`src/rtl/counter_updown_mod_nbit.sv`:
```
// Up/down modulo-MOD counter with clamped parallel load, wrap or saturate at the
// range limits, a combinational terminal-count strobe and a sticky overflow flag.
module counter_updown_mod_nbit #(
  parameter int N   = 4,
  parameter int MOD = 16,
  parameter bit SAT = 1'b0
) (
  input  logic         clk,
  input  logic         clr_n,
  input  logic         en,
  input  logic         up,
  input  logic         load,
  input  logic [N-1:0] load_val,
  input  logic         sclr,
  input  logic         ovf_clr,
  output logic [N-1:0] count,
  output logic         tc,
  output logic         ovf
);

  // The modulus may equal 2^N, so only the top value MOD-1 is guaranteed to fit in N bits.
  localparam logic [N-1:0] MAX_VAL  = N'(MOD - 1);
  localparam logic [N-1:0] ONE      = N'(1);
  localparam logic [N-1:0] ZERO_VAL = '0;

  logic [N-1:0] count_reg, count_next;
  logic         ovf_reg, ovf_next;
  logic         at_max, at_zero;
  logic         step_cmd;

  assign at_max   = (count_reg == MAX_VAL);
  assign at_zero  = (count_reg == ZERO_VAL);
  assign step_cmd = en & ~sclr & ~load;

  assign tc = step_cmd & ((up & at_max) | (~up & at_zero));

  always_comb begin
    count_next = count_reg;
    if (sclr) begin
      count_next = ZERO_VAL;
    end else if (load) begin
      count_next = (load_val > MAX_VAL) ? MAX_VAL : load_val;
    end else if (en) begin
      if (up) begin
        if (!at_max)
          count_next = count_reg + ONE;
        else
          count_next = SAT ? MAX_VAL : ZERO_VAL;
      end else begin
        if (!at_zero)
          count_next = count_reg - ONE;
        else
          count_next = SAT ? ZERO_VAL : MAX_VAL;
      end
    end
  end

  // A terminal-count event outranks a same-cycle ovf_clr.
  always_comb begin
    ovf_next = ovf_reg;
    if (sclr)
      ovf_next = 1'b0;
    else if (tc)
      ovf_next = 1'b1;
    else if (ovf_clr)
      ovf_next = 1'b0;
  end

  always_ff @(posedge clk or negedge clr_n) begin
    if (!clr_n) begin
      count_reg <= '0;
      ovf_reg   <= 1'b0;
    end else begin
      count_reg <= count_next;
      ovf_reg   <= ovf_next;
    end
  end

  assign count = count_reg;
  assign ovf   = ovf_reg;

endmodule

```
`config.mk`:
```
export PLATFORM = sky130hd
export DESIGN_NAME = counter_updown_mod_nbit
export DESIGN_NICKNAME = d
export VERILOG_FILES = /design/src/rtl/counter_updown_mod_nbit.sv
export SDC_FILE = /design/constraint.sdc
export NUM_CORES = 1
export LEC_CHECK = 0
export CAP_MARGIN = 20
export CORE_AREA = 2 2 39 41
export DETAILED_ROUTE_END_ITERATION = 7
export DIE_AREA = 0 0 41 43
export MAX_ROUTING_LAYER = met4
export PLACE_DENSITY = 0.69
export SLEW_MARGIN = 15
export SYNTH_ARGS = -nofsm -noshare
export SYNTH_HDL_FRONTEND = slang
export SYNTH_SLANG_ARGS = --single-unit
```
`constraint.sdc`:
```
create_clock -name clk -period 1.65 [get_ports clk]
set_input_delay 0.165 -clock clk [delete_from_list [all_inputs] [get_ports clk]]
set_output_delay 0.165 -clock clk [all_outputs]
set_load 0.005 [all_outputs]
```
# After elaboration in Yosys (flattened, before gate mapping)
# Cells that the tools add are included.
word_totals:
  output_inout_bits: 6
  regBits: 5
  wordCells: 28
  in_bits: 11
classes:
  eq_ne: 1
  reduce_logical: 3
  add_sub_neg: 2
  mux: 10
  magnitude_cmp: 1
  bitwise: 9
op_table:
  columns: ["cell", "n"]
  rows:
  - ["$mux 4", 7]
  - ["$reduce_bool 3->1", 2]
  - ["$and 1x1->1", 5]
  - ["$add 4x1->4 const B", 1]
  - ["$eq 4x4->1 const B", 1]
  - ["$gt 4x4->1 const B", 1]
  - ["$logic_not 4->1", 1]
  - ["$sub 4x1->4 const B", 1]
  - ["$mux 1", 3]
  - ["$not 1->1", 3]
  - ["$or 1x1->1", 1]

# Logic depth before layout (Yosys ltp)
logic_depth:
  ltp_word: 6
  ltp_mapped: 6
  mapped_depth_nobuf: 6

# Worst setup path after synthesis
# OpenSTA, ideal clock, no wires.
synth_timing:
  kind: "register to register"
  startpoint: "register count_reg[0] (netlist: count[0])"
  endpoint: "register count_reg[2] (netlist: count[2])"
  required_ns: 1.568
  path_stages_with_launch: 6
  setup_time_ns: 0.082
  synth_period_minus_slack_ns: 1.455
  arrival_time_ns: 1.373
  setup_slack_ns: 0.195
  cell_sequence: "dfrtp_1 inv_2 ha_1 mux2_2 a211o_1 a31oi_1"
synth_between:
  elab_chain_cells: 6
synth_lines:
  columns: ["item", "line_no", "text"]
  rows:
  - ["start, declared", "26", "logic [N-1:0] count_reg, count_next;"]
  - ["start signal, assigned", "74", "count_reg <= count_next;"]
  - ["$sub 4x1->4, or another cell as far along", "51", "count_next = count_reg - ONE;"]
  - ["$mux 4, on equally long branches", "50, 45", null]
  - ["$mux 4 *", "44", "if (up) begin"]
  - ["$mux 4 *", "43", "end else if (en) begin"]
  - ["$mux 4 *", "41", "end else if (load) begin"]
  - ["$mux 4 *", "39", "if (sclr) begin"]
# Every way passes the cells marked *; elsewhere a longest branch is shown, timed or not. The select of a mux whose other input is x is not followed.
# A chain may end at the register's enable or synchronous reset.

# Worst setup path after layout
layout_timing:
  startpoint: "register count_reg[0] (netlist: count[0])"
  endpoint: "output port tc"
layout_between:
  elab_chain_cells: 4
layout_lines:
  columns: ["item", "line_no", "text"]
  rows:
  - ["$eq 4x4->1 or $logic_not 4->1 (tied branches)", "31, 32", null]
  - ["$and 1x1->1", "35", "assign tc = step_cmd & ((up & at_max) | (~up & at_zero));"]
  - ["$or 1x1->1 *", "35", null]
  - ["$and 1x1->1 *", "35", null]
  - ["end, declared", "17", "output logic tc,"]
# Every way passes the cells marked *; elsewhere a longest branch is shown, timed or not.

==> impl_metrics.sql <==
INSERT INTO impl_metrics (metric_group, metric, value, unit) VALUES
('setup_path', 'crit_required', '1.48', 'ns'),
('die', 'initial_utilization', '29.9', '%'),
('setup_path', 'startpoint_type', 'flop', ''),
('detailed_routing', 'drcViolationCount', '0', ''),
('setup_path', 'worstReg2RegEnd', 'count[2]', ''),
('synthesis', 'synthesis.nets', '64', ''),
('layout', 'layout-drive-gt1-share', '32.9', '%'),
('power', 'cell_internal_pwr', '0.332', 'mW'),
('layout', 'multi_input_combinational_cell_area', '310', 'µm²'),
('clocking', 'clock_tree.htree_level_count', '1', ''),
('status', 'outcome', 'finished clean', ''),
('die', 'die_height', '43', 'µm'),
('setup_path', 'setup.reg_to_reg.worst_slack', '0.10', 'ns'),
('clocking', 'clkSlewWorstSetupHoldPaths', '0.04', 'ns'),
('detailed_routing', 'num_vias', '483', ''),
('layout', 'area_delta_synth_final', '82.8', '%'),
('clocking', 'clock_sinks', '5', ''),
('sta', 'max_freq', '0.634', 'GHz'),
('layout', 'finalCoreUtilization', '54.7', '%'),
('grt', 'groute.usage.overall', '16.2', '%'),
('layout', 'nNetsFinal', '97', ''),
('clocking', 'total_cts_buffers', '3', ''),
('sta', 'finalCritPeriodShare', '95.5', '%'),
('die', 'io-pin-count', '17', ''),
('place', 'gp_congestion', '0.810', ''),
('sta', 'final.min_clock_period', '1.58', 'ns'),
('power', 'netSwitchingFraction', '28.8', '%'),
('sta', 'setup_viol_count_final', '0', ''),
('clocking', 'clockRootBuffer', 'sky130_fd_sc_hd__clkbuf_4', ''),
('die', 'dieArea', '1760', 'µm²'),
('sta', 'fin_ws', '0.0739', 'ns'),
('setup_path', 'worst-r2r-cell-count', '6', ''),
('grt', 'total_congestion_overflow_after_global_routing', '0', ''),
('sta', 'slew-limit-headroom', '81.3', '%'),
('place', 'dp_hpwl', '870', 'µm'),
('place', 'io_buffers', '16', ''),
('clocking', 'tritoncts', 'yes', ''),
('sta', 'worst_slew_pin_slew', '0.278', 'ns'),
('clocking', 'clk-insertion-delay-late', '0.25', 'ns'),
('sta', 'grt_setup_unrepaired', 'yes', ''),
('synthesis', 'synth-seq-cells', '5', ''),
('power', 'power.share.clock', '31.4', '%'),
('grt', 'antenna_found_initial', '0', ''),
('grt', 'first_pass_grt_wire_length', '1.87', 'mm'),
('min_path', 'min-delay-path-class', 'in2async', ''),
('power', 'power_leakage', '0.327', 'nW'),
('sta', 'fin_skew', '0.000340', 'ns'),
('layout', 'layout.filler_cells', '138', ''),
('detailed_routing', 'number_of_drc_violations_after_detailed_routing_iteration_0', '5', ''),
('synthesis', 'postSynthCellCount', '50', ''),
('layout', 'max_ffs_per_register', '4', ''),
('detailed_routing', 'wirelength', '1.16', 'mm'),
('die', 'placementRows', '14', ''),
('sta', 'fin_tns_setup', '0', 'ns'),
('synthesis', 'synth_cell_type_count', '24', ''),
('synthesis', 'synth.yosys.seq_area_share', '30.2', '%'),
('setup_path', 'cp_max_fo', '3', ''),
('clocking', 'cts_hold_buf', '0', ''),
('power', 'vdd_ir_drop_max', '0.427', 'mV'),
('synthesis', 'synth-warning-count', '0', ''),
('power', 'p_comb_share', '39.0', '%'),
('sta', 'fin_worst_hold_slack', '0.148', 'ns'),
('setup_path', 'worst_ep_arrival_time', '1.41', 'ns'),
('power', 'power.sequential.fraction', '29.6', '%'),
('die', 'core-area', '1380', 'µm²'),
('run', 'timing.max_cap.violations', '0', ''),
('detailed_routing', 'drt-pass1-iter-count', '4', ''),
('setup_path', 'worst-setup-path-type', 'reg2out', ''),
('synthesis', 'avgSynthCellArea', '8.28', 'µm²'),
('detailed_routing', 'route.detailed.vias_per_inst', '4.93', ''),
('sta', 'report.final.slew_viol_count', '0', ''),
('detailed_routing', 'avgRoutedWirePerCell', '11.8', 'µm'),
('setup_path', 'cp_capture_type', 'output pin', ''),
('power', 'p_sw', '0.134', 'mW'),
('power', 'p_per_area', '616', 'nW/µm²'),
('layout', 'layout.area.seq', '125', 'µm²'),
('die', 'floorplan.die.width', '41', 'µm'),
('layout', 'insertedDiodeCount', '0', ''),
('grt', 'grt_pass1_vias', '448', ''),
('sta', 'timing.final.hold_violations', '0', ''),
('detailed_routing', 'antenna_left', '0', ''),
('setup_path', 'rr_startpoint', 'count[0]', ''),
('synthesis', 'synthesis.area', '414', 'µm²'),
('place', 'post-place-ws', '-0.122', 'ns'),
('clocking', 'clk_path_buf_depth', '2', ''),
('grt', 'grt_start_max_net_pins', '9', '');
==> metal layers <==
layer / wire length [µm] / share of wire [%] / GRT usage (%)
met5: 0 / 0 / -
met4: 17 / 1.5 / 6.00
met3: 50 / 4.3 / 6.28
met2: 591 / 51 / 23.4
met1: 497 / 43 / 19.7
==> how the worst max path moves through the flow <==
| stage | start | cells after the start | endpoint |
|---|---|---|---|
| finish | count[0] | 7 | tc |
| global route | count[0] | 7 | tc |
| CTS | count[0] | 7 | tc |
| detailed placement | count[0] | 7 | tc |
| global placement | count[0] | 7 | tc |
| floorplan | count[0] | 5 | count[2] |
==> critical path: stages, from the launching register on <==
cell and delay (ns):
sky130_fd_sc_hd__dfrtp_1 0.39, sky130_fd_sc_hd__inv_2 0.09, sky130_fd_sc_hd__ha_4 0.15, sky130_fd_sc_hd__nand2b_4 0.06, sky130_fd_sc_hd__o31ai_2 0.17, sky130_fd_sc_hd__nand2_1 0.10, sky130_fd_sc_hd__nor2_1 0.10, sky130_fd_sc_hd__buf_2 0.11
==> kinds of logic (layout without fill, tap and decap cells) <==
group,after synthesis,after routing,synth area share [%]
AO/OA/AOI/OAI,16,16,26.6
flip-flops,5,5,30.2
multiplexers,2,2,5.14
XOR/XNOR,2,2,4.23
adder cells (fa/ha/maj),3,3,9.06
AND/OR/NAND/NOR,16,16,19.3
buffers and inverters,6,38,5.44
==> repair_timing <==
action	in CTS	in global routing
hold endpoints to repair	0	0
gates resized for setup	7	6
endpoints found under the setup margin	1	2
buffers inserted	2	0
pin swaps	3	4
==> metrics by stage <==
stage / instance area (µm²) / cells / power, mW
3_3_place_gp: 677 / 92 / 0.294
3_5_place_dp: 677 / 92 / 0.296
5_1_grt: 757 / 98 / 0.503
4_1_cts: 726 / 98 / 0.455
6_report: 757 / 98 / 0.466
2_1_floorplan: 414 / 50 / 0.208
==> Yosys cell counts, drive strengths merged <==
| cell | count | share of area (%) |
|---|---|---|
| nand2 | 3 | 2.7 |
| nor2b | 3 | 4.5 |
| a311o | 1 | 2.4 |
| xnor2 | 2 | 4.2 |
| nor2 | 5 | 4.5 |
| o21bai | 1 | 1.8 |
| mux2 | 1 | 2.7 |
| nand2b | 2 | 3.0 |
| a21oi | 6 | 7.3 |
| a31oi | 2 | 4.5 |
| mux2i | 1 | 2.4 |
| o31ai | 2 | 3.6 |
| dfrtp | 5 | 30 |
| nand3 | 1 | 1.2 |
| nand4 | 1 | 1.5 |
| clkbuf | 2 | 1.8 |
| o21ai | 2 | 2.4 |
| or4 | 1 | 1.8 |
| a21bo | 1 | 2.4 |
| inv | 4 | 3.6 |
| ha | 3 | 9.1 |
| a211o | 1 | 2.1 |
==> power by group through the flow <==
stage | Clock, mW | Combinational, mW | Sequential (mW)
4_1_cts | 0.151 | 0.166 | 0.137
5_1_grt | 0.163 | 0.201 | 0.139
2_1_floorplan | 0 | 0.0636 | 0.145
6_report | 0.146 | 0.182 | 0.138
3_5_place_dp | 0 | 0.156 | 0.139
3_3_place_gp | 0 | 0.155 | 0.139
==> area by class of cell <==
class                           count  share of cell area, %
Clock buffer                        4                   3.47
Multi-Input combinational cell     39                   41.0
Sequential cell                     5                   16.5
Timing Repair Buffer               30                   34.4
Inverter                            4                   1.98
Tap cell                           16                   2.64
==> cell usage in the layout, fill, tap and decap left out <==
| cell | Yosys | final |
|---|---|---|
| sky130_fd_sc_hd__ha_4 | 0 | 2 |
| sky130_fd_sc_hd__inv_1 | 3 | 2 |
| sky130_fd_sc_hd__inv_2 | 1 | 2 |
| sky130_fd_sc_hd__dfrtp_1 | 5 | 5 |
| sky130_fd_sc_hd__a31oi_1 | 1 | 1 |
| sky130_fd_sc_hd__nand4_1 | 1 | 1 |
| sky130_fd_sc_hd__a31oi_2 | 1 | 1 |
| sky130_fd_sc_hd__clkbuf_1 | 2 | 1 |
| sky130_fd_sc_hd__ha_2 | 0 | 1 |
| sky130_fd_sc_hd__mux2_4 | 0 | 1 |
| sky130_fd_sc_hd__buf_4 | 0 | 14 |
| sky130_fd_sc_hd__a21oi_1 | 6 | 6 |
| sky130_fd_sc_hd__o21bai_1 | 1 | 1 |
| sky130_fd_sc_hd__a21bo_1 | 1 | 1 |
| sky130_fd_sc_hd__clkdlybuf4s50_1 | 0 | 15 |
| sky130_fd_sc_hd__o21ai_0 | 2 | 2 |
| sky130_fd_sc_hd__nand3_1 | 1 | 1 |
| sky130_fd_sc_hd__o31ai_2 | 0 | 1 |
| sky130_fd_sc_hd__nor2_1 | 5 | 5 |
| sky130_fd_sc_hd__a211o_1 | 1 | 1 |
| sky130_fd_sc_hd__nor2b_1 | 3 | 3 |
| sky130_fd_sc_hd__nand2b_4 | 0 | 1 |
| sky130_fd_sc_hd__nand2b_1 | 2 | 1 |
| sky130_fd_sc_hd__buf_2 | 0 | 1 |
| sky130_fd_sc_hd__nand2_1 | 3 | 3 |
| sky130_fd_sc_hd__a311o_1 | 1 | 1 |
| sky130_fd_sc_hd__mux2i_1 | 1 | 1 |
| sky130_fd_sc_hd__or4_1 | 1 | 1 |
| sky130_fd_sc_hd__xnor2_1 | 2 | 2 |
| sky130_fd_sc_hd__clkbuf_4 | 0 | 3 |
| sky130_fd_sc_hd__o31ai_1 | 2 | 1 |
Note: power is estimated with default switching activity, not from simulation.
